**src/rtl/fpu_pkg.sv**
```systemverilog
// fpu_pkg: shared constants and FSM state encoding for the single-precision multiplier
package fpu_pkg;
  localparam int EXP_BIAS = 127;
  localparam int EMIN = -126;
  localparam logic [31:0] QNAN = 32'h7FC00000;
  localparam logic [31:0] POS_INF = 32'h7F800000;
  typedef enum logic [3:0] {
    IDLE, UNPACK, SPECIAL, NORM_A, NORM_B, MUL0, MUL1, NORM1, NORM2, ROUND, PACK, PUT_Z
  } state_t;
endpackage

```
**src/rtl/fpu_multiplier_no_handshake.sv**
```systemverilog
// fpu_multiplier_no_handshake: multi-cycle IEEE-754 single multiplier, strobe in / strobe out, RNE, denormals
module fpu_multiplier_no_handshake
  import fpu_pkg::*;
(
  input  logic        clk,
  input  logic        rst,
  input  logic [31:0] input_a,
  input  logic        input_a_stb,
  input  logic [31:0] input_b,
  input  logic        input_b_stb,
  output logic [31:0] output_z,
  output logic        output_z_stb
);
  state_t state, next;
  logic start_q, start, sz, s, g, r, st;
  logic [31:0] a, b;
  logic [23:0] am, bm, m;
  logic signed [9:0] ae, be, e;
  logic [47:0] prod;
  logic a_nan, b_nan, a_inf, b_inf, a_zero, b_zero, nan_case, special;
  assign start = input_a_stb & input_b_stb & ~start_q;
  assign a_nan = &a[30:23] & |a[22:0];
  assign b_nan = &b[30:23] & |b[22:0];
  assign a_inf = &a[30:23] & ~|a[22:0];
  assign b_inf = &b[30:23] & ~|b[22:0];
  assign a_zero = ~|a[30:0];
  assign b_zero = ~|b[30:0];
  assign sz = a[31] ^ b[31];
  assign nan_case = a_nan | b_nan | (a_inf & b_zero) | (b_inf & a_zero);
  assign special = nan_case | a_inf | b_inf | a_zero | b_zero;
  // next-state: normalise states loop one bit per cycle until their condition clears
  always_comb begin
    next = state;
    case (state)
      IDLE:    next = start ? UNPACK : IDLE;
      UNPACK:  next = SPECIAL;
      SPECIAL: next = special ? PUT_Z : NORM_A;
      NORM_A:  next = am[23] ? NORM_B : NORM_A;
      NORM_B:  next = bm[23] ? MUL0 : NORM_B;
      MUL0:    next = MUL1;
      MUL1:    next = NORM1;
      NORM1:   next = (m[23] || e <= EMIN) ? NORM2 : NORM1;
      NORM2:   next = (e < EMIN) ? NORM2 : ROUND;
      ROUND:   next = PACK;
      PACK:    next = PUT_Z;
      default: next = IDLE;
    endcase
  end
  // state register and datapath; output_z/stb are written on the edge entering PUT_Z
  always_ff @(posedge clk) begin
    if (rst) begin
      state <= IDLE;
      output_z <= '0;
      output_z_stb <= 1'b0;
      start_q <= 1'b0;
    end else begin
      state <= next;
      start_q <= input_a_stb & input_b_stb;
      output_z_stb <= 1'b0;
      case (state)
        IDLE: if (start) begin
          a <= input_a;
          b <= input_b;
        end
        UNPACK: begin
          am <= {|a[30:23], a[22:0]};
          bm <= {|b[30:23], b[22:0]};
          ae <= ~|a[30:23] ? 10'(EMIN) : 10'(int'(a[30:23]) - EXP_BIAS);
          be <= ~|b[30:23] ? 10'(EMIN) : 10'(int'(b[30:23]) - EXP_BIAS);
        end
        SPECIAL: begin
          output_z <= nan_case ? QNAN : (a_inf | b_inf) ? (POS_INF | {sz, 31'b0}) :
                      (a_zero | b_zero) ? {sz, 31'b0} : output_z;
          output_z_stb <= special;
        end
        NORM_A: if (!am[23]) begin
          am <= am << 1;
          ae <= ae - 10'sd1;
        end
        NORM_B: if (!bm[23]) begin
          bm <= bm << 1;
          be <= be - 10'sd1;
        end
        MUL0: begin
          s <= sz;
          e <= ae + be + 10'sd1;
          prod <= {24'b0, am} * {24'b0, bm};
        end
        MUL1: begin
          m <= prod[47:24];
          g <= prod[23];
          r <= prod[22];
          st <= |prod[21:0];
        end
        NORM1: if (!m[23] && e > EMIN) begin
          m <= {m[22:0], g};
          g <= r;
          r <= 1'b0;
          e <= e - 10'sd1;
        end
        NORM2: if (e < EMIN) begin
          m <= m >> 1;
          g <= m[0];
          r <= g;
          st <= st | r;
          e <= e + 10'sd1;
        end
        ROUND: if (g & (r | st | m[0])) begin
          m <= &m ? 24'h800000 : m + 24'd1;
          if (&m) e <= e + 10'sd1;
        end
        PACK: begin
          output_z <= (e > EXP_BIAS) ? {s, 8'hff, 23'b0} :
                      (e == EMIN && !m[23]) ? {s, 8'h00, m[22:0]} :
                      {s, 8'(e + EXP_BIAS), m[22:0]};
          output_z_stb <= 1'b1;
        end
        default: ;
      endcase
    end
  end
endmodule

```
**config.mk**
```make
export PLATFORM = sky130hd
export DESIGN_NAME = fpu_multiplier_no_handshake
export DESIGN_NICKNAME = d
export VERILOG_FILES = /design/src/rtl/fpu_pkg.sv /design/src/rtl/fpu_multiplier_no_handshake.sv
export SDC_FILE = /design/constraint.sdc
export NUM_CORES = 2
export LEC_CHECK = 0
export CORE_ASPECT_RATIO = 0.9
export CORE_UTILIZATION = 58
export CTS_CLUSTER_SIZE = 8
export DETAILED_ROUTE_END_ITERATION = 7
export GPL_TIMING_DRIVEN = 0
export HOLD_SLACK_MARGIN = 0.1
export PLACE_DENSITY = 0.84
export SLEW_MARGIN = 10
export SYNTH_ARGS = -nofsm -noshare
export SYNTH_HDL_FRONTEND = slang
export SYNTH_SLANG_ARGS = --single-unit
```
**constraint.sdc**
```tcl
create_clock -name clk -period 9.3 [get_ports clk]
set_clock_uncertainty 0.15 [all_clocks]
set_input_delay 2.325 -clock clk [delete_from_list [all_inputs] [get_ports clk]]
set_output_delay 2.325 -clock clk [all_outputs]
set_load 0.02 [all_outputs]
```
==> run summary <==
OUTCOME
----------------------------------------------------------------------------------------------------
Run status                                                                                 completed

STA
----------------------------------------------------------------------------------------------------
WHS                                                                                         0.299 ns
Slew HR                                                                                        0.325
Highest achievable clock rate                                                                114 MHz
Number of endpoints with negative hold slack in the final report                                   0
Final-layout setup total negative slack                                                         0 ns
Final Setup Violations                                                                             0
Post-route fraction of the period consumed by the critical path                                0.943
Final Critical Period                                                                        8.77 ns
RSZ-0062 raised after global routing                                                           false
Slew Viols, Final                                                                                  0
Slew at the pin with the worst max-slew slack                                                1.01 ns

DRT
----------------------------------------------------------------------------------------------------
Post-detailed-route via-to-cell ratio                                                           5.93
Vias                                                                                           24300
First DRT Iteration DRCs                                                                        3082
Final ANT Viol Nets                                                                                0
Routed WL                                                                                    89.4 mm
Routed wire length per instance                                                              21.8 um
Residual DRC count                                                                                 0
First-pass detailed-route iteration total                                                          6

YOSYS
----------------------------------------------------------------------------------------------------
Syn Std Cell Area                                                                          30900 um2
Most used standard cells in the synthesized netlist                                     583 x inv_1, 484 x fa_1, 435 x nand2_1, 306 x and2_1, 218 x edfxtp_1
Synth cell types                                                                                  78
Largest cells by area after synthesis                                                   fa_1 31%, edfxtp_1 21%, ha_1 8.1%
Post-Syn Instances                                                                              3247
Fraction of registers with async set or reset after synthesis                                      0
Syn_nets                                                                                        3999
Sequential fraction of the synthesis area                                                      0.236
Dominant cell type by area after synthesis                                                      fa_1
Dominant synthesized flop cell                                                              edfxtp_1
Cell with the most instances after synthesis                                                   inv_1
Top-area cell type share of the netlist area                                                   0.313
Number of flops mapped to enable cells by yosys                                                  218
Flop and latch count out of synthesis                                                            256
Post-synthesis area per instance                                                            9.53 um2
Synthesis Warnings                                                                                 0

FINAL LAYOUT
----------------------------------------------------------------------------------------------------
Register area                                                                               7310 um2
Filler-free cell count of the finished design                                                   4107
Growth of design area from synthesis to finish                                                 10.1%
Final standard cell area without fillers                                                   34100 um2
Filler cells                                                                                    4063
Antenna diodes                                                                                     0
Share of post-route cells with drive strength above 1                                         0.0266
Final net count                                                                                 4152
Total area of multi-input combinational cells                                              20900 um2

POWER
----------------------------------------------------------------------------------------------------
Lkg Pwr                                                                                      15.2 nW
Part of the total power dissipated in the clock network                                        0.100
Net switching power of the design                                                          0.00640 W
Share of total power in combinational logic                                                    0.762
Internal Dissipation                                                                       0.00629 W
Cell area power density                                                                   372 nW/um2
Switching portion of total power                                                               0.504
Design Power                                                                                0.0127 W
Largest vdd supply drop                                                                     0.571 mV
Proportion of power drawn by flip-flops and latches                                            0.138

CLOCK NETWORK
----------------------------------------------------------------------------------------------------
Num CTS Buffers                                                                                   38
Sinks on the clock net                                                                           256
Clock-pin slew reported for the worst setup and hold paths after clock tree synthesis        0.05 ns
Buffer levels on the longest clock path                                                            3
Worst-skew pair later-pin latency                                                            0.58 ns
Count of hold-fix buffers inserted at cts                                                          0
Count of instances resized after the clock tree is built                                           0
Number of setup buffers added after CTS                                                            0
TritonCTS clock tree                                                                             yes
Root buffer cell                                                                           clkbuf_16
H-tree levels                                                                                      2

PLACEMENT
----------------------------------------------------------------------------------------------------
Placed inst area                                                                           33000 um2
Final RePlAce weighted congestion                                                               1.02
Estimated wirelength of the detail-placed design                                             71.2 mm
DP Cell Count                                                                                   4048
Number of buffers added on ports                                                                 100

DIE
----------------------------------------------------------------------------------------------------
DIE HEIGHT                                                                                    221 um
Core Footprint                                                                             52200 um2
Number of placement rows                                                                          79
Horiz. Die Dim                                                                                245 um
Number of top-level design ports                                                                 101
Die ar.                                                                                    54300 um2
Initial Utilization                                                                            0.593

GLOBAL ROUTE
----------------------------------------------------------------------------------------------------
Number of antenna violations at the first check in global routing                                  2
Global-route wire length before repair                                                        140 mm
Number of global-route vias before repair                                                      25000
Remaining global-route overflow                                                                    0
GRT Total Usage                                                                                0.340
Largest net degree at the start of global routing                                                 34

FLOW RUN
----------------------------------------------------------------------------------------------------
Max cap viols                                                                                      0

WORST HOLD PATH
----------------------------------------------------------------------------------------------------
Class of the tightest hold or removal check                                             flip-flop to flip-flop

WORST SETUP PATH
----------------------------------------------------------------------------------------------------
Path type of the worst setup path                                                       flip-flop to flip-flop
Kind of start point of the critical path                                                   flip-flop
Endpoint arrival time on the critical path                                                   8.90 ns
Biggest fanout along the worst timing path                                                        10
Required @ worst endpoint                                                                    9.42 ns
Critical path capture point type                                                           flip-flop

-- per-layer routing --
metal	track usage	vias to the layer above	share of wire
li1	-	10500	-
met1	0.454	11900	0.38
met2	0.498	1626	0.43
met3	0.120	298	0.14
met4	0.152	4	0.048
met5	0	-	0.00022
-- power by group through the flow --
stage,sequential [W],combinational [W],clock (W)
2_1_floorplan,0.00176,0.00691,0
3_3_place_gp,0.00177,0.00910,0
3_5_place_dp,0.00177,0.00938,0
4_1_cts,0.00175,0.00946,0.00127
5_1_grt,0.00175,0.0107,0.00132
6_report,0.00175,0.00967,0.00127
-- cells by family after synthesis --
group                      after synthesis  synth area share
AOI/OAI and AO/OA                      358            0.0727
xor gates and xnor gates               111            0.0314
adders and majority gates              684             0.394
buffers and inverters                  743            0.0906
DFF                                    256             0.236
muxes                                    3          0.000970
and+or+nand+nor                       1092             0.174
-- path summary, 6_finish.rpt --
path	start	end	slack, ns	cells after the start
setup / recovery	am[10]$_DFFE_PP_	prod[47]$_DFFE_PP_	0.53	25
hold / removal	output_z[30]$_SDFFE_PP0P_	output_z[30]$_SDFFE_PP0P_	0.30	2
setup reg to reg	am[10]$_DFFE_PP_	prod[47]$_DFFE_PP_	0.53	25
hold reg to reg	output_z[30]$_SDFFE_PP0P_	output_z[30]$_SDFFE_PP0P_	0.30	2
-- layout make-up --
class,count,area share
multi-input cells,2248,0.613
flip-flops and latches,256,0.214
inverters,584,0.0643
repair buffers,113,0.0335
clock buffers,53,0.0296
well taps,688,0.0253
plain buffers,159,0.0180
clock inverters,6,0.00220
-- worst max-delay path, stage by stage (launching register included) --
cell and delay [ns]:
edfxtp_1 0.59, clkbuf_1 0.81, nand2_1 0.18, fa_1 0.57, fa_1 0.56, inv_1 0.06, fa_1 0.49, inv_1 0.05
fa_1 0.54, inv_1 0.05, fa_1 0.41, fa_1 0.52, inv_1 0.05, fa_1 0.47, inv_1 0.04, ha_1 0.27
buf_2 0.17, nand2_1 0.06, o21ai_0 0.63, o21bai_1 0.20, a2111oi_0 0.48, o31ai_1 0.28, a31oi_2 0.36, a21oi_1 0.18
mux2i_1 0.18, nand4_1 0.15
-- placed cells by master (no fill, tap or decap), types with 57 or more instances in the layout --
master / count
edfxtp_1: 218
and2_1: 305
clkdlybuf4s50_1: 100
a21oi_1: 106
clkbuf_1: 163
inv_1: 583
ha_1: 200
nand2b_1: 57
nor2_1: 114
nand2_1: 435
o21ai_0: 104
fa_1: 484
xnor2_1: 68
-- sequential cells by signal (all words and copies together), names as in the netlist, 4 cells and up --
name      count
bm           24
b            32
be           10
e            10
output_z     32
prod         48
ae           10
a            32
m            24
am           24
state         4
-- stage by stage --
| step | utilization | setup WS [ns] |
|---|---|---|
| floorplan | - | 2.37 |
| global route | 0.653 | 0.0533 |
| detailed placement | 0.632 | 0.712 |
| global placement | 0.629 | 0.489 |
| CTS | 0.653 | 0.718 |
| finish | 0.653 | 0.527 |
Power figures use the tool's default switching activity.
